[config.mk]
export PLATFORM = sky130hd
export DESIGN_NAME = dice_roll_display
export DESIGN_NICKNAME = d
export VERILOG_FILES = /design/src/rtl/dice_pkg.sv /design/src/rtl/btn_debounce.sv /design/src/rtl/dice_roll_display.sv
export SDC_FILE = /design/constraint.sdc
export NUM_CORES = 1
export LEC_CHECK = 0
export CAP_MARGIN = 40
export CORE_UTILIZATION = 49
export CTS_BUF_LIST = sky130_fd_sc_hd__clkbuf_16
export CTS_CLUSTER_DIAMETER = 200
export DETAILED_ROUTE_END_ITERATION = 8
export PLACE_DENSITY = 0.72
export RECOVER_POWER = 25
export SLEW_MARGIN = 20
export SYNTH_ARGS = -nofsm -noshare
export SYNTH_HDL_FRONTEND = slang
export SYNTH_SLANG_ARGS = --single-unit
[constraint.sdc]
create_clock -name clk -period 1.43 [get_ports clk]
set_input_delay 0.286 -clock clk [delete_from_list [all_inputs] [get_ports clk]]
set_output_delay 0.286 -clock clk [all_outputs]
set_load 0.005 [all_outputs]
[src/rtl/dice_pkg.sv]
// ============================================================================
// Module   : dice_pkg
// Brief    : Shared state encoding, 7-segment face patterns and decoder for
//            the dice roll display.
// Revision : 1.0 - initial release
// ============================================================================
`default_nettype none

package dice_pkg;

    typedef enum logic [1:0] {
        IDLE  = 2'd0,
        ROLL  = 2'd1,
        BLINK = 2'd2,
        HOLD  = 2'd3
    } state_t;

    // Segment order {g,f,e,d,c,b,a}, active-high; count value v shows face v+1.
    localparam logic [6:0] SEG_ONE   = 7'b0000110;
    localparam logic [6:0] SEG_TWO   = 7'b1011011;
    localparam logic [6:0] SEG_THREE = 7'b1001111;
    localparam logic [6:0] SEG_FOUR  = 7'b1100110;
    localparam logic [6:0] SEG_FIVE  = 7'b1101101;
    localparam logic [6:0] SEG_SIX   = 7'b1111101;
    localparam logic [6:0] SEG_BLANK = 7'b0000000;

    localparam logic [2:0] FACE_NONE = 3'd0;

    function automatic logic [6:0] seg_decode(input logic [2:0] v);
        logic [6:0] r;
        case (v)
            3'd0:    r = SEG_ONE;
            3'd1:    r = SEG_TWO;
            3'd2:    r = SEG_THREE;
            3'd3:    r = SEG_FOUR;
            3'd4:    r = SEG_FIVE;
            3'd5:    r = SEG_SIX;
            default: r = SEG_BLANK;
        endcase
        return r;
    endfunction

endpackage

`default_nettype wire

[src/rtl/btn_debounce.sv]
// ============================================================================
// Module   : btn_debounce
// Brief    : Two-flop synchronizer plus counter debouncer for a raw button,
//            with one-cycle rise/fall pulses aligned to the debounced change.
// Revision : 1.0 - initial release
// ============================================================================
`default_nettype none

module btn_debounce #(
    parameter int DEBOUNCE_CYCLES = 16
) (
    input  logic clk,
    input  logic rst_n,
    input  logic btn_in,
    output logic db_btn,
    output logic rise,
    output logic fall
);

    localparam int                CNT_W    = $clog2(DEBOUNCE_CYCLES);
    localparam logic [CNT_W-1:0]  CNT_LAST = CNT_W'(DEBOUNCE_CYCLES - 1);

    logic             r_sync1;
    logic             r_sync2;
    logic             r_db;
    logic             r_rise;
    logic             r_fall;
    logic [CNT_W-1:0] r_cnt;

    always_ff @(posedge clk) begin
        if (!rst_n) begin
            r_sync1 <= 1'b0;
            r_sync2 <= 1'b0;
            r_db    <= 1'b0;
            r_rise  <= 1'b0;
            r_fall  <= 1'b0;
            r_cnt   <= '0;
        end else begin
            r_sync1 <= btn_in;
            r_sync2 <= r_sync1;
            r_rise  <= 1'b0;
            r_fall  <= 1'b0;
            // Any sample that agrees with the debounced level restarts the count.
            if (r_sync2 == r_db) begin
                r_cnt <= '0;
            end else if (r_cnt == CNT_LAST) begin
                r_cnt  <= '0;
                r_db   <= r_sync2;
                r_rise <= r_sync2;
                r_fall <= ~r_sync2;
            end else begin
                r_cnt <= r_cnt + 1'b1;
            end
        end
    end

    assign db_btn = r_db;
    assign rise   = r_rise;
    assign fall   = r_fall;

endmodule

`default_nettype wire

[src/rtl/dice_roll_display.sv]
// ============================================================================
// Module   : dice_roll_display
// Brief    : Button-driven die: shows the live mod-6 count while held, captures
//            on release, blinks the result, then holds it on a 7-segment digit.
//            Optional macro DICE_ROLL_COUNT_EN adds a saturating roll counter.
// Revision : 1.0 - initial release
// ============================================================================
`default_nettype none

module dice_roll_display
    import dice_pkg::*;
#(
    parameter int DEBOUNCE_CYCLES = 16,
    parameter int BLINK_HALF      = 4,
    parameter int BLINK_HALVES    = 6
) (
    input  logic       clk,
    input  logic       rst_n,
    input  logic [2:0] count_in,
    input  logic       btn_in,
    output logic [6:0] seg,
    output logic [2:0] face,
    output logic       face_vld,
    output logic       roll_done
`ifdef DICE_ROLL_COUNT_EN
    ,
    output logic [3:0] rolls
`endif
);

    localparam int                  HALF_W      = (BLINK_HALF > 1) ? $clog2(BLINK_HALF) : 1;
    localparam int                  HALVES_W    = $clog2(BLINK_HALVES + 1);
    localparam logic [HALF_W-1:0]   HALF_LAST   = HALF_W'(BLINK_HALF - 1);
    localparam logic [HALVES_W-1:0] HALVES_LAST = HALVES_W'(BLINK_HALVES - 1);

    logic w_db_btn;
    logic w_rise;
    logic w_fall;
    logic w_unused_db;

    state_t              r_state;
    logic [6:0]          r_seg;
    logic [2:0]          r_face;
    logic [2:0]          r_result;
    logic                r_face_vld;
    logic                r_roll_done;
    logic [HALF_W-1:0]   r_half_cnt;
    logic [HALVES_W-1:0] r_halves;

    btn_debounce #(
        .DEBOUNCE_CYCLES (DEBOUNCE_CYCLES)
    ) u_debounce (
        .clk    (clk),
        .rst_n  (rst_n),
        .btn_in (btn_in),
        .db_btn (w_db_btn),
        .rise   (w_rise),
        .fall   (w_fall)
    );

    // The FSM is driven purely by the edge pulses; the level is not needed.
    assign w_unused_db = w_db_btn;

    always_ff @(posedge clk) begin
        if (!rst_n) begin
            r_state     <= IDLE;
            r_seg       <= SEG_BLANK;
            r_face      <= FACE_NONE;
            r_result    <= 3'd0;
            r_face_vld  <= 1'b0;
            r_roll_done <= 1'b0;
            r_half_cnt  <= '0;
            r_halves    <= '0;
        end else begin
            r_roll_done <= 1'b0;
            case (r_state)
                IDLE: begin
                    r_seg <= SEG_BLANK;
                    if (w_rise) begin
                        r_state <= ROLL;
                    end
                end
                ROLL: begin
                    r_seg <= seg_decode(count_in);
                    if (w_fall) begin
                        if (count_in <= 3'd5) begin
                            r_result   <= count_in;
                            r_face     <= 3'(count_in + 3'd1);
                            r_half_cnt <= '0;
                            r_halves   <= '0;
                            r_state    <= BLINK;
                        end else begin
                            r_face  <= FACE_NONE;
                            r_state <= IDLE;
                        end
                    end
                end
                BLINK: begin
                    // Even half-periods show the face, odd ones are blank.
                    r_seg <= r_halves[0] ? SEG_BLANK : seg_decode(r_result);
                    if (w_rise) begin
                        r_state <= ROLL;
                    end else if (r_half_cnt == HALF_LAST) begin
                        r_half_cnt <= '0;
                        if (r_halves == HALVES_LAST) begin
                            r_state     <= HOLD;
                            r_roll_done <= 1'b1;
                            r_face_vld  <= 1'b1;
                        end else begin
                            r_halves <= r_halves + 1'b1;
                        end
                    end else begin
                        r_half_cnt <= r_half_cnt + 1'b1;
                    end
                end
                HOLD: begin
                    r_seg <= seg_decode(r_result);
                    if (w_rise) begin
                        r_state    <= ROLL;
                        r_face_vld <= 1'b0;
                    end
                end
                default: begin
                    r_state <= IDLE;
                end
            endcase
        end
    end

    assign seg       = r_seg;
    assign face      = r_face;
    assign face_vld  = r_face_vld;
    assign roll_done = r_roll_done;

`ifdef DICE_ROLL_COUNT_EN
    logic [3:0] r_rolls;

    always_ff @(posedge clk) begin
        if (!rst_n) begin
            r_rolls <= 4'd0;
        end else if (r_roll_done && (r_rolls != 4'd15)) begin
            r_rolls <= r_rolls + 4'd1;
        end
    end

    assign rolls = r_rolls;
`endif

endmodule

`default_nettype wire

==> out/metrics.cfg <==
[global_routing]
antenna_found_initial = 0
grt_pass1_vias = 1393
grt_max_degree = 14
grt_usage_pct = 26.2
grt_overflow = 0
grt_pass1_wl_um = 6500

[layout]
layout.nets = 238
nFillCells = 174
drive_gt1_share_pct = 34.5
final_cell_count_no_fill = 262
utilization_pct = 79.4
diodes = 0
fin_area_sq_mm = 0.00228
area_growth_pct = 48.1

[synth]
async_flop_share_pct = 0
syn_nets = 193
ys_ff_latch = 30
synth_ff_type = dfxtp_1
ys_warn_count = 0
synth-seq-area-share_pct = 39.0
avgSynthCellArea_sq_um = 8.86
synthCells = 174
synth.distinct_cells = 48
syn_area_sq_mm = 0.00154
synth_edf_count = 0

[place]
dp_hpwl_um = 2610
numPlacedInstances = 248
port_buffers = 17
place_ws_ns = -0.580
place_area_sq_mm = 0.00192
gp_congestion = 0.832

[critical_path]
ff2ff_path_depth = 6
end_kind = register
crit_chain = buf_12 > ha_4 > and2b_2 > or2_4 > a32oi_2 > nor2_1
reg2reg_slack_ns = -0.06
crit_arrival_ns = 1.66
critPathKind = register to register
critPathTopFamily = simple AND/OR/NAND/NOR gates
crit_buf_inv = 1
r2r_start = r_state[1]
cpPeakStageDelay_ns = 0.36
cp-start-kind = register
crit_required_ns = 1.59
timing.rr.end = seg[4]
crit_fanout = 4
crit_path_top_delay_cell = dfxtp_4

[detailed_routing]
wl_per_cell_um = 15.8
routed_wl_um = 4130
vias = 1461
drt_drc_violations_left = 0
vias_per_cell = 5.58
drtIter0Drc = 62
firstDrtPassIters = 4
ant_nets = 0

[timing]
tns_ns = -0.185
maxSlewViolCount = 0
finalHoldViolCount = 0
finalHoldWorstSlack_ns = 0.437
max_freq_mhz = 669
slew_headroom_pct = 72.8
tightest_slew_ns = 0.408
setup_slack_ns = -0.0643
setup_viol = 6
fin_skew_ns = 0.00419
finalCritPeriodShare_pct = 104
layout_min_cycle_time_ns = 1.49
rsz0062_at_grt = true

[power_and_ir_drop]
p_leak_nw = 0.872
internal-power_mw = 1.92
p_per_area_mw_per_mm2 = 1170
sequentialPowerShare_pct = 33.6
swShare_pct = 28.3
ir_drop_mv = 1.28
clockPowerShare_pct = 37.6
switchingPower_uw = 757
finalPower_mw = 2.68
pwr-share-comb_pct = 28.8

[cts]
root_buffer = clkbuf_16
path_clk_slew_ns = 0.05
cts_hold_buf = 0
cts_inserted_buffers = 5
htreeDepth = 2
cts_sinks = 30
tritoncts = done
cts_max_path_buffers = 2
insertion_delay_ns = 0.28

[die]
dieArea_sq_mm = 0.00337
coreArea_sq_mm = 0.00288
die_w_um = 58.1
dieHeight_um = 58.1
rows = 19
ios = 18
initial_core_util_pct = 53.6

[outcome]
violations = setup timing
outcome = finished with violations

[hold_path]
min_from = u_debounce.r_sync1
hp-class = register to register
whs_endpoint = u_debounce.r_sync2
whs_path_depth = 1

[run]
cap_viol_max_count = 0

## cells in the mapped netlist (2+ instances only)
library cell,number,share of area [%]
a22oi_1,4,1.9
nand3_1,4,1.3
inv_1,10,2.4
or2_2,2,0.81
and2_1,2,0.81
nand3b_1,3,1.5
nor2_1,16,3.9
xor2_1,2,1.1
dfxtp_1,30,39
a21oi_1,11,3.6
buf_2,3,0.97
ha_1,13,11
nand4b_1,2,1.1
nor2b_1,4,1.6
o22ai_1,2,0.81
nor3b_1,5,2.4
nor3_1,5,1.6
a31oi_1,5,2.0
o21ai_0,10,3.2
nand2b_1,2,0.81
nand2_1,12,2.9
## power groups by stage
stage	Sequential (mW)	Clock, mW	Combinational, mW
floorplan	0.908	0	0.299
global placement	0.907	0	0.480
detailed placement	0.910	0	0.494
CTS	0.897	1.00	0.639
global route	0.904	1.04	0.828
finish	0.901	1.01	0.771
## worst register-to-register path: stages, from the launching register on
cell     delay, ns
dfxtp_4       0.36
buf_12        0.12
ha_4          0.16
and2b_2       0.22
or2_4         0.25
a32oi_2       0.20
nor2_1        0.06
## cell usage in the layout, fill, tap and decap left out, types with 2 or more instances in the layout
master,instances
a31oi_1,5
inv_2,2
nor3b_2,2
nor3_1,4
a22oi_1,3
a21oi_2,4
xor2_1,2
nor3b_1,3
o21ai_1,2
nand2_1,11
dfxtp_2,2
nand4b_1,2
or2_4,2
a21oi_1,7
buf_4,21
clkbuf_16,5
buf_6,5
ha_1,9
and2b_2,2
nand3_1,4
clkdlybuf4s15_2,2
nor2_1,15
clkdlybuf4s50_1,14
inv_4,2
o21ai_0,8
ha_4,4
nor2b_2,2
nand3b_1,3
inv_1,7
dfxtp_1,27
o22ai_1,2
nor2b_4,2
## repair_timing
action                                  in CTS  in global routing
setup buffers                                3                  3
endpoints found under the setup margin      19                 15
pin swaps                                    9                  6
gates resized for setup                     31                 20
endpoints found under the hold margin        0                  0
## how the worst max path moves through the flow
stage | startpoint | end | slack (ns) | cells after the start
6_report | r_state[1] | seg[4] | -0.06 | 6
5_1_grt | r_state[1] | seg[4] | -0.09 | 6
4_1_cts | r_state[1] | r_state[0] | -0.01 | 6
3_5_place_dp | count_in[1] | r_halves[2] | -0.58 | 6
3_3_place_gp | count_in[1] | r_half_cnt[0] | -0.53 | 6
2_1_floorplan | r_state[0] | r_state[1] | -0.007 | 6
## logic make-up after synthesis
logic type      Yosys count  share of synthesized area [%]
xor+xnor                  3                           1.70
fa+ha+maj                13                           10.6
simple gates             65                           23.0
compound gates           43                           19.0
buf+inv                  18                           5.44
mux                       2                           1.38
flops                    30                           39.0
## state kept, by name, summed over array words and instances, names as in the netlist
name	count
r_halves	3
u_debounce.rise	1
face	3
u_debounce.fall	1
r_half_cnt	2
u_debounce.r_sync1	1
seg	6
r_result	3
u_debounce.db_btn	1
u_debounce.r_sync2	1
roll_done	1
u_debounce.r_cnt	4
face_vld	1
r_state	2
## layout make-up
type / count / area, sq um / share of cell area [%]
Sequential cell: 30 / 607 / 26.6
Tap cell: 42 / 52.6 / 2.30
Clock buffer: 5 / 125 / 5.48
Clock inverter: 3 / 16.3 / 0.712
Timing Repair Buffer: 45 / 413 / 18.1
Multi-Input combinational cell: 126 / 1020 / 44.8
Inverter: 11 / 46.3 / 2.03
## layer usage
layer / up-vias / global-route usage, % / routed length, um
li1: 710 / - / -
met1: 699 / 31.5 / 1760
met2: 44 / 43.8 / 2070
met3: 8 / 6.70 / 213
met4: 0 / 12.2 / 87
met5: - / 0 / 0
No activity file was read; power rests on OpenSTA's default activity.
==> variant: new RTL, same settings <==
Change the parameter `BLINK_HALVES` from 6 to 8.
--- a/src/rtl/dice_roll_display.sv
+++ b/src/rtl/dice_roll_display.sv
@@ -14,3 +14,3 @@
     parameter int BLINK_HALF      = 4,
-    parameter int BLINK_HALVES    = 6
+    parameter int BLINK_HALVES    = 8
 ) (
Behaviour: same outputs for any inputs over 10 cycles, from zero or initial values and one cycle with rst_n low; that may be too few to reach the edited logic, so the function may still have changed.
==> variant against the original RTL <==
The run still ends with setup timing left. Sequential cell count increased by 1. Cell area increased by 2.6%. Global-route usage decreased by 1.2 points. Setup slack got worse by 0.011 ns. Clock skew about the same. Cell count increased by 3.8%. Total power increased by 2.1%. Area after synthesis increased by 5.5%. Critical endpoint is now r_state[1]. Wire length increased by 2.5%.
==> variant: results <==
metrics = {
    "job": {
        "drv_cap": 0,
    },
    "layout": {
        "drive_gt1_share_pct": 34.2,
        "nets": 246,
        "diodes": 0,
        "finalNonFillerCells": 272,
        "largest_reg_flops": 6,
    },
    "clocking": {
        "cts-buffers-inserted": 5,
        "clock-root-buffer": "clkbuf_16",
        "clk_path_buf_depth": 2,
        "path_clk_slew_ns": 0.05,
        "cts_max_level": 2,
    },
    "logic_synthesis": {
        "yosysWarnings": 0,
        "synth_area_leaders": "dfxtp_1 38%, ha_1 9.2%, mux2i_1 6.8%, nor2_1 4.2%, a21oi_1 3.4%",
        "syn_nets": 200,
        "ys_top_cells_by_count": "31 x dfxtp_1, 18 x nor2_1, 13 x nand2_1",
        "synth_cell_types": 49,
        "syn_avg_cell_area_um2": 8.94,
        "async_flop_share_pct": 0,
        "seq_area_frac_synth_pct": 38.2,
    },
    "hold_path": {
        "hp-class": "in -> reg",
    },
    "grt": {
        "grt_use_met2_pct": 42.9,
        "met1_usage_pct": 29.1,
        "use_met3_pct": 7.21,
        "antenna_found_initial": 0,
        "grt_pass1_wl_um": 6490,
        "grt_use_total_pct": 25.0,
        "grt_max_degree": 14,
        "grt_pass1_vias": 1486,
    },
    "sta": {
        "setup_slack_ns": -0.0752,
        "maxSlewHeadroom_pct": 68.6,
        "final.setup_skew_ns": 0.00462,
        "finalSetupViolCount": 3,
    },
    "setup_path": {
        "slowest_stage": "dfxtp_2",
        "endpoint": "r_state[1]",
        "crit_fanout": 3,
        "startpoint_type": "register",
        "cp_data_arrival_time_ns": 1.69,
        "rr_startpoint": "r_halves[1]",
        "slowest_delay_ns": 0.36,
        "reg2reg_to": "r_state[1]",
    },
    "placement": {
        "place.gp.congestion": 0.816,
        "dp_hpwl_um": 2500,
        "dp_cells": 260,
        "placed_area_um2": 2000,
        "port_buffers": 17,
    },
    "outcome": {
        "status": "finished with violations",
        "failed_checks": "setup timing",
    },
    "pwr": {
        "p_int_uw": 1920,
        "p_leak_uw": 0.000883,
        "ir_worst_vdd_mv": 0.848,
    },
    "routing": {
        "vias_per_cell": 5.53,
        "drtAntennaViolNets": 0,
        "dr.pass1.iters": 5,
        "drt_iter0_drc": 65,
        "routedWlPerCell_um": 15.6,
    },
}
-- variant: cell types whose count changed after synthesis, sizes merged, moves of 3 or more --
cell    delta
a211oi     +3
a22oi      -4
mux2i     +10
nand3      +4
o21ai      -4
nor3       -4
nor2       +3
a31oi      -3
or3        +3
-- variant: worst min-delay path by stage --
stage | start | to | slack, ns | depth (start not counted)
after floorplan | u_debounce.r_sync1 | u_debounce.r_sync2 | 0.41 | 1
after global placement | u_debounce.r_sync1 | u_debounce.r_sync2 | 0.43 | 1
after detailed placement | u_debounce.r_sync1 | u_debounce.r_sync2 | 0.44 | 1
after CTS | u_debounce.r_cnt[0] | u_debounce.r_cnt[0] | 0.45 | 1
after global routing | count_in[1] | r_result[1] | 0.44 | 4
final | count_in[1] | r_result[1] | 0.40 | 4
-- variant: worst max-delay path, delay by kind of cell (launching register included) --
kind,cells,cell delay [ns]
simple gates,2,0.41
flops,1,0.36
compound gates,2,0.30
buf+inv,1,0.19
fa+ha+maj,1,0.15
-- variant: power groups by stage --
| stage | Combinational, uW | Clock, uW | Sequential, uW |
|---|---|---|---|
| 2_1_floorplan | 346 | 0 | 931 |
| 6_report | 808 | 991 | 937 |
| 3_3_place_gp | 557 | 0 | 933 |
| 5_1_grt | 860 | 1030 | 943 |
| 3_5_place_dp | 572 | 0 | 937 |
| 4_1_cts | 683 | 976 | 922 |
-- variant: metrics by stage --
| stage | setup slack [ns] | hold slack [ns] | setup TNS, ns |
|---|---|---|---|
| after global placement | -0.549 | 0.427 | -7.11 |
| after CTS | 0.000613 | 0.448 | 0 |
| after global routing | -0.122 | 0.435 | -0.497 |
| after floorplan | 0.00405 | 0.412 | 0 |
| final | -0.0752 | 0.402 | -0.189 |
| after detailed placement | -0.596 | 0.438 | -8.13 |
-- variant: area by class of cell --
cell class / instances / area (um^2)
Multi-Input combinational cell: 131 / 1080
Clock inverter: 2 / 8.76
Inverter: 12 / 47.5
Tap cell: 44 / 55.1
Fill cell: 240 / 761
Sequential cell: 31 / 633
Timing Repair Buffer: 47 / 392
Clock buffer: 5 / 125
-- variant: per-layer routing --
metal	vias up	wire (um)	share of wire (%)
met1	707	1800	43
met3	15	171	4.0
met5	-	0	0
li1	730	-	-
met2	53	2120	50
met4	0	134	3.2
-- variant: logic make-up (layout without fill, tap and decap cells) --
kind of cell	count (synthesis)	after routing	share of synthesized area, %
xor gates and xnor gates	3	3	1.62
muxes	11	11	6.77
buffers and inverters	20	66	5.69
and+or+nand+nor	68	68	22.6
adders and majority gates	12	12	9.23
DFF	31	31	38.2
AOI/OAI and AO/OA	37	37	15.9
-- variant: repair_timing --
item,in CTS,in global routing
setup endpoints to repair,19,20
pin swaps,5,11
gates resized for setup,26,28
setup buffers,1,4
